[src/rtl/alu_arbiter.sv]
// -----------------------------------------------------------------------------
// alu_arbiter
//
// Shares one combinational ALU between two requesters. Each cycle the arbiter
// may accept one operation, drives its select/shift/operands to the ALU, and
// registers the ALU result into a single-entry response holding register.
// A new operation can be accepted while a result is held only if the consumer
// takes the held result in the same cycle, giving one operation per cycle.
//
// Arbitration:
//   default                    round-robin; on contention the requester that
//                              was not granted last wins.
//   ALU_ARB_FIXED_PRIO_EN      fixed priority; requester 0 always wins on
//                              contention and no last-grant state exists.
//
// Ports:
//   clk            clock, rising edge
//   rst            asynchronous active-high reset
//   req_valid      [1:0]  requester i presents an operation
//   req_ready      [1:0]  requester i's operation accepted this cycle
//   req_sel        [2*SEL_SIZE-1:0]    operation select per requester
//   req_shift_amt  [2*SHIFT_SIZE-1:0]  shift amount per requester
//   req_a, req_b   [2*XLEN-1:0]        operands per requester
//   rsp_valid      registered result available
//   rsp_ready      consumer takes the result
//   rsp_data       [XLEN-1:0] registered ALU result
//   rsp_id         requester index owning rsp_data
//   alu_enable     enable to the shared ALU
//   alu_sel, alu_shift_amt, alu_data_in_a, alu_data_in_b   ALU inputs
//   alu_data_out   [XLEN-1:0] combinational ALU result
// -----------------------------------------------------------------------------
module alu_arbiter #(
   parameter int SEL_SIZE   = 4,
   parameter int SHIFT_SIZE = 5,
   parameter int XLEN       = 32
) (
   input  logic                    clk,
   input  logic                    rst,

   input  logic [1:0]              req_valid,
   output logic [1:0]              req_ready,
   input  logic [2*SEL_SIZE-1:0]   req_sel,
   input  logic [2*SHIFT_SIZE-1:0] req_shift_amt,
   input  logic [2*XLEN-1:0]       req_a,
   input  logic [2*XLEN-1:0]       req_b,

   output logic                    rsp_valid,
   input  logic                    rsp_ready,
   output logic [XLEN-1:0]         rsp_data,
   output logic                    rsp_id,

   output logic                    alu_enable,
   output logic [SEL_SIZE-1:0]     alu_sel,
   output logic [SHIFT_SIZE-1:0]   alu_shift_amt,
   output logic [XLEN-1:0]         alu_data_in_a,
   output logic [XLEN-1:0]         alu_data_in_b,
   input  logic [XLEN-1:0]         alu_data_out
);

   typedef enum logic {
      ST_IDLE = 1'b0,   // no result held
      ST_HOLD = 1'b1    // result held, rsp_valid asserted
   } state_e;

   state_e                 state_q, state_d;
   logic [XLEN-1:0]        rsp_data_q, rsp_data_d;
   logic                   rsp_id_q, rsp_id_d;

   logic                   can_accept;
   logic                   grant_any;
   logic                   grant_idx;

   // Per-requester views of the packed request buses.
   logic [SEL_SIZE-1:0]    sel_s   [2];
   logic [SHIFT_SIZE-1:0]  shamt_s [2];
   logic [XLEN-1:0]        a_s     [2];
   logic [XLEN-1:0]        b_s     [2];

   always_comb begin
      for (int i = 0; i < 2; i++) begin
         sel_s[i]   = req_sel[i*SEL_SIZE +: SEL_SIZE];
         shamt_s[i] = req_shift_amt[i*SHIFT_SIZE +: SHIFT_SIZE];
         a_s[i]     = req_a[i*XLEN +: XLEN];
         b_s[i]     = req_b[i*XLEN +: XLEN];
      end
   end

   // ---------------------------------------------------------------------------
   // Arbitration
   // ---------------------------------------------------------------------------
`ifdef ALU_ARB_FIXED_PRIO_EN
   // Fixed priority: requester 0 wins whenever it is valid.
   always_comb begin
      grant_idx = 1'b0;
      if (req_valid == 2'b10) grant_idx = 1'b1;
   end
`else
   logic last_grant_q, last_grant_d;

   // Contention goes to the requester that did not win the last accepted
   // grant; a lone requester always wins.
   always_comb begin
      // NOTE: every combinational output gets a default first so no path
      // leaves it unassigned and no latch is inferred.
      grant_idx = 1'b0;
      case (req_valid)
         2'b01:   grant_idx = 1'b0;
         2'b10:   grant_idx = 1'b1;
         2'b11:   grant_idx = ~last_grant_q;
         default: grant_idx = 1'b0;
      endcase
   end

   // Only an accepted grant moves the pointer; a withdrawn request leaves it.
   always_comb begin
      last_grant_d = last_grant_q;
      if (grant_any) last_grant_d = grant_idx;
   end

   // Reset value 1 makes requester 0 win the first contention.
   always_ff @(posedge clk or posedge rst) begin
      if (rst) last_grant_q <= 1'b1;
      else     last_grant_q <= last_grant_d;
   end
`endif

   // A held result blocks acceptance unless the consumer takes it now. The rst
   // term keeps grants off during reset, since it acts without a clock edge.
   always_comb begin
      can_accept = (state_q == ST_IDLE) || rsp_ready;
      grant_any  = can_accept && (req_valid != 2'b00) && !rst;
   end

   // ---------------------------------------------------------------------------
   // FSM: state register
   // ---------------------------------------------------------------------------
   always_ff @(posedge clk or posedge rst) begin
      // NOTE: sequential state uses non-blocking assignments so every register
      // samples pre-edge values regardless of block ordering.
      if (rst) state_q <= ST_IDLE;
      else     state_q <= state_d;
   end

   // ---------------------------------------------------------------------------
   // FSM: next state
   // ---------------------------------------------------------------------------
   always_comb begin
      state_d = state_q;
      case (state_q)
         ST_IDLE: if (grant_any) state_d = ST_HOLD;
         // A grant while the held result is consumed keeps HOLD with new data.
         ST_HOLD: if (rsp_ready && !grant_any) state_d = ST_IDLE;
         default: state_d = ST_IDLE;
      endcase
   end

   // ---------------------------------------------------------------------------
   // FSM: outputs
   // ---------------------------------------------------------------------------
   always_comb begin
      req_ready     = 2'b00;
      alu_enable    = 1'b0;
      alu_sel       = '0;
      alu_shift_amt = '0;
      alu_data_in_a = '0;
      alu_data_in_b = '0;
      if (grant_any) begin
         req_ready[grant_idx] = 1'b1;
         alu_enable           = 1'b1;
         alu_sel              = sel_s[grant_idx];
         alu_shift_amt        = shamt_s[grant_idx];
         alu_data_in_a        = a_s[grant_idx];
         alu_data_in_b        = b_s[grant_idx];
      end
   end

   assign rsp_valid = (state_q == ST_HOLD);

   // ---------------------------------------------------------------------------
   // Response holding register
   // ---------------------------------------------------------------------------
   always_comb begin
      rsp_data_d = rsp_data_q;
      rsp_id_d   = rsp_id_q;
      if (grant_any) begin
         rsp_data_d = alu_data_out;
         rsp_id_d   = grant_idx;
      end
   end

   // NOTE: the response register is reset because its value is visible on
   // rsp_data immediately after reset; a pending result is simply dropped.
   always_ff @(posedge clk or posedge rst) begin
      if (rst) begin
         rsp_data_q <= '0;
         rsp_id_q   <= 1'b0;
      end else begin
         rsp_data_q <= rsp_data_d;
         rsp_id_q   <= rsp_id_d;
      end
   end

   assign rsp_data = rsp_data_q;
   assign rsp_id   = rsp_id_q;

endmodule

[config.mk]
export PLATFORM = sky130hd
export DESIGN_NAME = alu_arbiter
export DESIGN_NICKNAME = d
export VERILOG_FILES = /design/src/rtl/alu_arbiter.sv
export SDC_FILE = /design/constraint.sdc
export NUM_CORES = 1
export LEC_CHECK = 0
export CAP_MARGIN = 20
export CELL_PAD_IN_SITES_DETAIL_PLACEMENT = 0
export CELL_PAD_IN_SITES_GLOBAL_PLACEMENT = 1
export CORE_AREA = 2 2 114 116
export CTS_CLUSTER_DIAMETER = 150
export CTS_CLUSTER_SIZE = 30
export DETAILED_ROUTE_END_ITERATION = 16
export DIE_AREA = 0 0 116 118
export DONT_BUFFER_PORTS = 1
export GPL_TIMING_DRIVEN = 0
export PLACE_DENSITY = 0.49
export SKIP_LAST_GASP = 1
export SLEW_MARGIN = 10
export SYNTH_ARGS = -nofsm -noshare
export SYNTH_HDL_FRONTEND = slang
export SYNTH_SLANG_ARGS = --single-unit
export TNS_END_PERCENT = 20
[constraint.sdc]
create_clock -name clk -period 3 [get_ports clk]
set_clock_uncertainty 0.15 [all_clocks]
set_input_delay 0.75 -clock clk [delete_from_list [all_inputs] [get_ports clk]]
set_output_delay 0.75 -clock clk [all_outputs]
set_load 0.01 [all_outputs]
==> metrics.txt <==
antenna-violating nets left=0; Starting Density=17.15%; Initial DRC Count=60; leakage power=0.001040 uW; Synth Warn #=0; Buf/Inv on CP=2; # port buffers=0; Routed WL=8136 um; Slew HR=50.98%; layout cell share with drive strength beyond 1=20.11%; largest net degree at the start of global routing=36; unrepaired setup endpoints after global routing=no; Slowest-stage cell, CP=dfrtp_1; Clk Latency, worst-skew pair=0.27 ns; Remaining DRCs=0; DPL Wire Length=6943 um; Root Buffer=clkbuf_16; Crit Path Class=reg -> out; Max Slew Vio Count=0; antenna violations before repair=3; Layout Nets=361; Crit path max-delay family=compound AO/OA/AOI/OAI gates; CP required=2.10 ns; vias in the first global route=1635; drt pass-1 iters=4; Critical Path Source Type=flop; Syn Std Cell Area=2130 um^2; Hold WS=0.3314 ns; CP endpoint kind=output pin; Critical Path AT=1.96 ns; Final Hold Fails=0; commonest non-fill, non-tap cells in the layout=71 x a22o_1, 34 x dfrtp_1, 32 x mux2_1; synth unique cells=18; synthesis-stage register bit count=35; Worst Slack Setup Final=0.1404 ns; gr usage total=10.47%; io pins=293; area grow syn2layout=18.51%; maximum capacitance violations=0; Max Fclk=0.3497 GHz; Crit Path Max Fanout=10; part of the cycle the worst path needs=95.32%; worst hold path type=in -> async; PwrDens=601.6 nW/um^2; Area after DPL=2345 um^2; FP Rows=41; fin area=2524 um^2; Post-Syn Instances=171; core footprint=12410 um^2; Worst path max stage delay=0.42 ns; clock buffer count from CTS=5; total congestion overflow=0; commonest non-fill, non-tap cell in the layout=a22o_1; CTS sink cnt=35; DR vias/cell=4.938; hold buffer count at cts=0; vias after detailed routing=1738; Mapped Nets=354; clock-pin slew on the worst setup and hold paths=0.05 ns; status=finished, final reports clean; Die Ht=118 um; die footprint=13690 um^2; Die Span X=116 um; sequential-to-total area share from yosys stat=41.19%; endpoints failing setup=0; Final Wtd Congestion=0.7211; min Tclk post-route=2.860 ns; # H-tree levels=2; CTS tree=yes; Max clock buf depth=2; DP Worst Slack=-0.09209 ns; CP Cell Sequence=nor2b_4, a2111oi_4, buf_4, buf_6, a22o_1; syn avg cell area=12.45 um^2; Post-CTS Setup Repair Bufs=0; maximum vdd ir drop=0.0003159 V; first-pass GRT wire length=10410 um; average wire per standard cell=23.11 um; pin slew with the least headroom to its limit=0.7342 ns
==> state kept, by name (all words and copies together) (netlist names) <==
register and flops:
last_grant_q 1, rsp_id 1, rsp_valid 1, rsp_data 32
==> kinds of logic (layout without fill, tap and decap cells) <==
family	after synthesis	after routing	synth area share, %
compound gates	76	76	32.02
mux	32	32	16.92
flops	35	35	41.19
simple gates	6	6	2.644
buf+inv	22	30	7.227
other cells	0	1	0
==> where the power goes <==
| group | total, uW | internal [uW] | switching (uW) |
|---|---|---|---|
| Combinational | 317 | 140 | 177 |
| Sequential | 662 | 561 | 101 |
| Clock | 539 | 353 | 186 |
| Total | 1520 | 1050 | 465 |
==> worst paths after layout <==
path	cells past startpoint	startpoint	slack [ns]	to
worst min-delay path	1	rst	0.33	rsp_data[23]
worst max-delay path	5	rsp_valid	0.14	alu_data_in_b[18]
worst min register to register	1	last_grant_q	0.39	last_grant_q
min in group clk	1	last_grant_q	0.39	last_grant_q
max in group asynchronous	1	rst	1.89	rsp_id
worst max register to register	5	rsp_valid	1.08	rsp_data[14]
==> repair_timing <==
action,4_1_cts,5_1_grt
endpoints found under the setup margin,58,60
cloned,0,0
gates resized for setup,3,5
pin swaps,0,0
==> cells in the mapped netlist, drive strengths merged <==
cell type	n	share of area, %
inv	2	0.35
or3	1	0.53
nor2b	2	0.94
a21o	2	0.70
nand2b	1	0.29
dfrtp	34	40
nor2	1	0.18
dfstp	1	1.2
buf	17	6.3
a22o	73	30
a2111oi	1	1.3
clkbuf	2	0.35
nor4b	1	0.70
mux2	32	17
clkinv	1	0.23
==> per-layer routing <==
metal | vias to the layer above | wire length [um] | global-route usage (%)
met3 | 6 | 918 | 4.428
met1 | 877 | 3401 | 13.73
li1 | 695 | - | -
met4 | 2 | 26 | 1.563
met5 | - | 13 | 0
met2 | 158 | 3776 | 16.37
==> metrics by stage <==
step                      cells  TNS, ns  total power, uW  utilization [%]
after global placement      343  -0.1783            983.9            18.89
after global routing        351        0             1598            20.31
after CTS                   351        0             1545            20.22
after floorplan             171        0            911.0                -
final                       352        0             1518            20.33
after detailed placement    343  -0.2448            989.1            18.89
==> layout make-up <==
class / count / area (um^2)
inverters: 3 / 12.51
diodes: 1 / 2.502
flip-flops and latches: 35 / 877.1
fillers: 1359 / 9891
well taps: 172 / 215.2
clock inverters: 1 / 7.507
clock buffers: 7 / 152.6
multi-input cells: 114 / 1110
plain buffers: 19 / 146.4
(Power assumes the default switching activity.)
